[src/rtl/lsu.sv]
// Load/store unit: one valid/grant/rvalid data-memory transaction per memory op,
// with byte-lane steering for stores and sign/zero extension for loads.
module lsu #(
    parameter int unsigned WIDTH = 32
) (
    input  logic             clk,
    input  logic             rst,
    input  logic             ex_valid,
    input  logic             ex_we,
    input  logic [2:0]       ex_funct3,
    input  logic [WIDTH-1:0] ex_addr,
    input  logic [WIDTH-1:0] ex_wdata,
    output logic             lsu_busy,
    output logic             lsu_done,
    output logic             lsu_err,
    output logic [WIDTH-1:0] lsu_rdata,
    output logic             mem_req,
    output logic             mem_we,
    output logic [WIDTH-1:0] mem_addr,
    output logic [WIDTH-1:0] mem_wdata,
    output logic [3:0]       mem_be,
    input  logic             mem_gnt,
    input  logic             mem_rvalid,
    input  logic [WIDTH-1:0] mem_rdata
);

    typedef enum logic [1:0] {IDLE, REQ, RSP, DONE} state_t;

    state_t           state;
    logic [2:0]       funct3_q;
    logic [1:0]       off_q;
    logic             illegal;
    logic [3:0]       be_n;
    logic [WIDTH-1:0] wdata_n;
    logic [7:0]       byte_sel;
    logic [15:0]      half_sel;
    logic [WIDTH-1:0] ext;

    always_comb begin
        illegal = 1'b0;
        case (ex_funct3)
            3'b000, 3'b100: illegal = ex_we && ex_funct3[2];
            3'b001, 3'b101: illegal = ex_addr[0] || (ex_we && ex_funct3[2]);
            3'b010:         illegal = (ex_addr[1:0] != 2'b00);
            default:        illegal = 1'b1;
        endcase
    end

    always_comb begin
        be_n    = 4'b1111;
        wdata_n = '0;
        if (ex_we) begin
            case (ex_funct3[1:0])
                2'b00: begin
                    be_n    = 4'b0001 << ex_addr[1:0];
                    wdata_n = {4{ex_wdata[7:0]}};
                end
                2'b01: begin
                    be_n    = 4'b0011 << ex_addr[1:0];
                    wdata_n = {2{ex_wdata[15:0]}};
                end
                default: begin
                    be_n    = 4'b1111;
                    wdata_n = ex_wdata;
                end
            endcase
        end
    end

    always_comb begin
        case (off_q)
            2'b00:   byte_sel = mem_rdata[7:0];
            2'b01:   byte_sel = mem_rdata[15:8];
            2'b10:   byte_sel = mem_rdata[23:16];
            default: byte_sel = mem_rdata[31:24];
        endcase
        half_sel = off_q[1] ? mem_rdata[31:16] : mem_rdata[15:0];
        case (funct3_q)
            3'b000:  ext = {{24{byte_sel[7]}}, byte_sel};
            3'b100:  ext = {24'h0, byte_sel};
            3'b001:  ext = {{16{half_sel[15]}}, half_sel};
            3'b101:  ext = {16'h0, half_sel};
            default: ext = mem_rdata;
        endcase
    end

    // Combinational so the instruction is held in execute from the accept cycle on.
    assign lsu_busy = ((state == IDLE) && ex_valid) || (state == REQ) || (state == RSP);

    always_ff @(posedge clk or posedge rst) begin
        if (rst) begin
            state     <= IDLE;
            funct3_q  <= '0;
            off_q     <= '0;
            mem_req   <= 1'b0;
            mem_we    <= 1'b0;
            mem_addr  <= '0;
            mem_wdata <= '0;
            mem_be    <= '0;
            lsu_done  <= 1'b0;
            lsu_err   <= 1'b0;
            lsu_rdata <= '0;
        end else begin
            case (state)
                IDLE: begin
                    if (ex_valid) begin
                        funct3_q <= ex_funct3;
                        off_q    <= ex_addr[1:0];
                        if (illegal) begin
                            state    <= DONE;
                            lsu_done <= 1'b1;
                            lsu_err  <= 1'b1;
                        end else begin
                            state     <= REQ;
                            mem_req   <= 1'b1;
                            mem_we    <= ex_we;
                            mem_addr  <= {ex_addr[WIDTH-1:2], 2'b00};
                            mem_be    <= be_n;
                            mem_wdata <= wdata_n;
                        end
                    end
                end
                REQ: begin
                    if (mem_gnt) begin
                        mem_req <= 1'b0;
                        if (mem_we) begin
                            state    <= DONE;
                            lsu_done <= 1'b1;
                            lsu_err  <= 1'b0;
                        end else begin
                            state <= RSP;
                        end
                    end
                end
                RSP: begin
                    if (mem_rvalid) begin
                        state     <= DONE;
                        lsu_rdata <= ext;
                        lsu_done  <= 1'b1;
                        lsu_err   <= 1'b0;
                    end
                end
                default: begin
                    state    <= IDLE;
                    lsu_done <= 1'b0;
                    lsu_err  <= 1'b0;
                end
            endcase
        end
    end

endmodule
[config.mk]
export PLATFORM = sky130hd
export DESIGN_NAME = lsu
export DESIGN_NICKNAME = d
export VERILOG_FILES = /design/src/rtl/lsu.sv
export SDC_FILE = /design/constraint.sdc
export NUM_CORES = 1
export LEC_CHECK = 0
export BUFFER_PORTS_ARGS = -buffer_cell sky130_fd_sc_hd__buf_2
export CORE_MARGIN = 2
export CORE_UTILIZATION = 35
export CTS_BUF_LIST = sky130_fd_sc_hd__clkbuf_4 sky130_fd_sc_hd__clkbuf_8 sky130_fd_sc_hd__clkbuf_16
export DETAILED_ROUTE_END_ITERATION = 10
export PLACE_DENSITY = 0.69
export SLEW_MARGIN = 20
export SYNTH_ARGS = -nofsm -noshare
export SYNTH_HDL_FRONTEND = slang
export SYNTH_SLANG_ARGS = --single-unit
export TNS_END_PERCENT = 50
[constraint.sdc]
create_clock -name clk -period 3.7 [get_ports clk]
set_clock_uncertainty 0.15 [all_clocks]
set_input_delay 0.185 -clock clk [delete_from_list [all_inputs] [get_ports clk]]
set_output_delay 0.185 -clock clk [all_outputs]
set_load 0.02 [all_outputs]
==> results_dict.tcl <==
set metrics [dict create \
    max-cap-violations 0 \
    cts_tree "built" \
    clk_latency_ns 0.35 \
    layout-area-overhead-vs-synth_pct 37.9 \
    core_area_um2 15300 \
    drive_above_1_share 0.405 \
    postSynthCellCount 494 \
    cts_resized 0 \
    synth_cell_types 49 \
    drc_errors 0 \
    grt_pass1_wl_um 24400 \
    ys_seq_area_frac 0.497 \
    nets 849 \
    drtIter0Drc 204 \
    slew_violations 0 \
    power.density_nw_per_um2 830 \
    hold_buffers 57 \
    max_stage_delay_ns 0.42 \
    cp-end-kind "flip-flop" \
    required_ns 3.78 \
    root_buffer "clkbuf_16" \
    antenna_found_initial 0 \
    wirelength_um 15700 \
    antenna_left 0 \
    cts_setup_buffers 0 \
    finalCritPeriodShare 0.655 \
    fp.dieW_um 129 \
    fmax_mhz 413 \
    cts.sinks 109 \
    power.leakage_nw 3.67 \
    hold_viol_final 0 \
    use_met3 0.0475 \
    htree_num_levels 3 \
    path_buf_inv 2 \
    dr_total_vias 4748 \
    wl_per_cell_um 16.4 \
    clk_path_buf_depth 2 \
    worstHoldPathType "in -> reg" \
    dpl.hpwl_um 10700 \
    grt_pass1_vias 4700 \
    cp_cell_sequence "inv_1 > ha_1 > and2_1 > o21ai_4 > buf_12 > mux2_2" \
    portBuffers 207 \
    worst_pin_slew_ns 0.892 \
    crit_fanout 52 \
    ios 210 \
    fin_util 0.496 \
    ys_ff_latch 109 \
    globalRouteTotalUtil 0.186 \
    ys_dominant_reg_cell "dfrtp_1" \
    use_met2 0.313 \
    clk_pin_slew_ns 0.08 \
    dr.pass1.iters 4 \
    diodes 0 \
    synth_edf_count 0 \
    die_h_um 129 \
    status "finished clean" \
    top_usage_layer "met2" \
    setup.worst_path.class "reg -> reg" \
    start_util 0.360 \
    syn-cell-area_um2 5490 \
    gp_congestion 0.809 \
    slowest_stage "dfrtp_1" \
    via_per_inst 4.98 \
    syn_avg_cell_area_um2 11.1 \
    grt_max_degree 58 \
    overflow 0 \
    fin_crit_ns 2.42 \
    ys_warn_count 0 \
    irDropWorstVdd_mv 0.334 \
    netlist_top_cells_area "dfrtp_1, mux2_4, mux2_2" \
    fin_tns_setup_ns 0 \
    rsz0062_at_grt "no" \
    dieArea_um2 16700 \
    numCtsBuffers 9 \
    fillers 1388 \
    rows 45 \
    setup_viol 0 \
    netlist.top_cell.by_area "dfrtp_1" \
    cp_data_arrival_time_ns 2.51 \
    ys_async_sr_fraction 1.00 \
    grt_use_met1 0.239 \
    slew_headroom 0.404 \
    cp-start-kind "flip-flop" \
    path_delay_family "buffers and inverters" \
    synth_top_area_share 0.497 \
]
## worst paths after layout
check / from / end / slack [ns] / cells after the start
worst max-delay path: state[0]$_DFFE_PP0P_ / mem_addr[30]$_DFFE_PP0P_ / 1.28 / 6
worst min-delay path: ex_wdata[17] / mem_wdata[17]$_DFFE_PP0P_ / 0.02 / 3
worst max register to register: state[0]$_DFFE_PP0P_ / mem_addr[30]$_DFFE_PP0P_ / 1.28 / 6
worst min register to register: mem_wdata[28]$_DFFE_PP0P_ / mem_wdata[28]$_DFFE_PP0P_ / 0.33 / 2
max in group asynchronous: rst / lsu_rdata[31]$_DFFE_PP0P_ / 2.27 / 4
min in group asynchronous: rst / mem_addr[4]$_DFFE_PP0P_ / 0.36 / 3
## cell usage in the layout, fill, tap and decap left out, types with 3 or more instances in the layout
cell type      Yosys  routed
a22o_1             9       9
nand3_1            4       4
dfrtp_1          109     109
buf_4              3       4
nor3b_1            3       3
nand2b_1           6       6
clkbuf_16          0       9
ha_1               5       5
mux2i_1           20      20
o211ai_1           3       3
o22a_1             4       4
o21ai_0           36      36
mux2_2            24      24
a21oi_4           10      10
mux2_4            29      29
nand2_1           58      58
inv_1              6       5
dlygate4sd3_1      0      57
a21oi_1           53      53
nor2_1            30      30
buf_2             12     207
nand3b_1          13      13
o32a_1             4       4
## worst reg2reg max path: stages (launching register included)
cell,delay [ns]
dfrtp_1,0.42
inv_1,0.09
ha_1,0.29
and2_1,0.29
o21ai_4,0.29
buf_12,0.36
mux2_2,0.42
## logic make-up after synthesis
kind of cell	synth area share
compound gates	0.168
fa+ha+maj	0.0114
buf+inv	0.0404
flops	0.497
mux	0.171
other cells	0.000683
simple gates	0.111
## Yosys cell counts, types with 2 or more instances
master	instances
nand2_1	58
buf_2	12
o211ai_1	3
o22a_1	4
dfrtp_1	109
ha_1	5
inv_1	6
mux2i_1	20
a21oi_4	10
buf_6	3
a22o_1	9
o32a_1	4
buf_4	3
a21oi_1	53
o21ai_0	36
and2_1	2
nand3b_1	13
nand3_1	4
o31ai_1	2
nor2b_1	2
a31oi_1	2
clkbuf_1	18
o221a_2	2
nor2_1	30
mux2_4	29
mux2_2	24
nor3b_1	3
nor3_1	2
nand2b_1	6
## stage by stage
step / std cells / setup slack [ns] / area [um2] / hold slack [ns] / power, mW
2_1_floorplan: 495 / 0.491 / 5490 / 0.168 / 4.24
3_3_place_gp: 882 / 1.27 / 6670 / 0.212 / 5.15
3_5_place_dp: 882 / 1.24 / 6670 / 0.216 / 5.19
4_1_cts: 954 / 1.29 / 7560 / 0.00579 / 6.33
5_1_grt: 954 / 1.14 / 7560 / 0.0412 / 6.67
6_report: 954 / 1.28 / 7560 / 0.0153 / 6.28
## final cells by class
cell class              instances  area (um2)  area share
clock buffers                   9         225      0.0298
clock inverters                 6        96.3      0.0127
inverters                       6        25.0     0.00331
multi-input cells             343        2550       0.337
flip-flops and latches        109        2730       0.361
well taps                     211         264      0.0349
repair buffers                270        1680       0.222
## sequential cells by signal, indices dropped and copies added, names as in the netlist
register   cells
off_q          2
lsu_err        1
mem_be         4
lsu_done       1
mem_wdata     32
lsu_rdata     32
mem_addr      30
mem_we         1
state          2
funct3_q       3
mem_req        1
## power breakdown
group	internal, mW	total [mW]	switching [mW]
Combinational	1.25	3.04	1.80
Sequential	1.79	2.17	0.381
Clock	0.599	1.07	0.469
## per-layer routing
layer  share of wire  up-vias
met3           0.063       16
li1                -     2233
met4           0.012        2
met2            0.49      178
met1            0.44     2319
met5         0.00045        -
No activity file was read; power rests on OpenSTA's default activity.
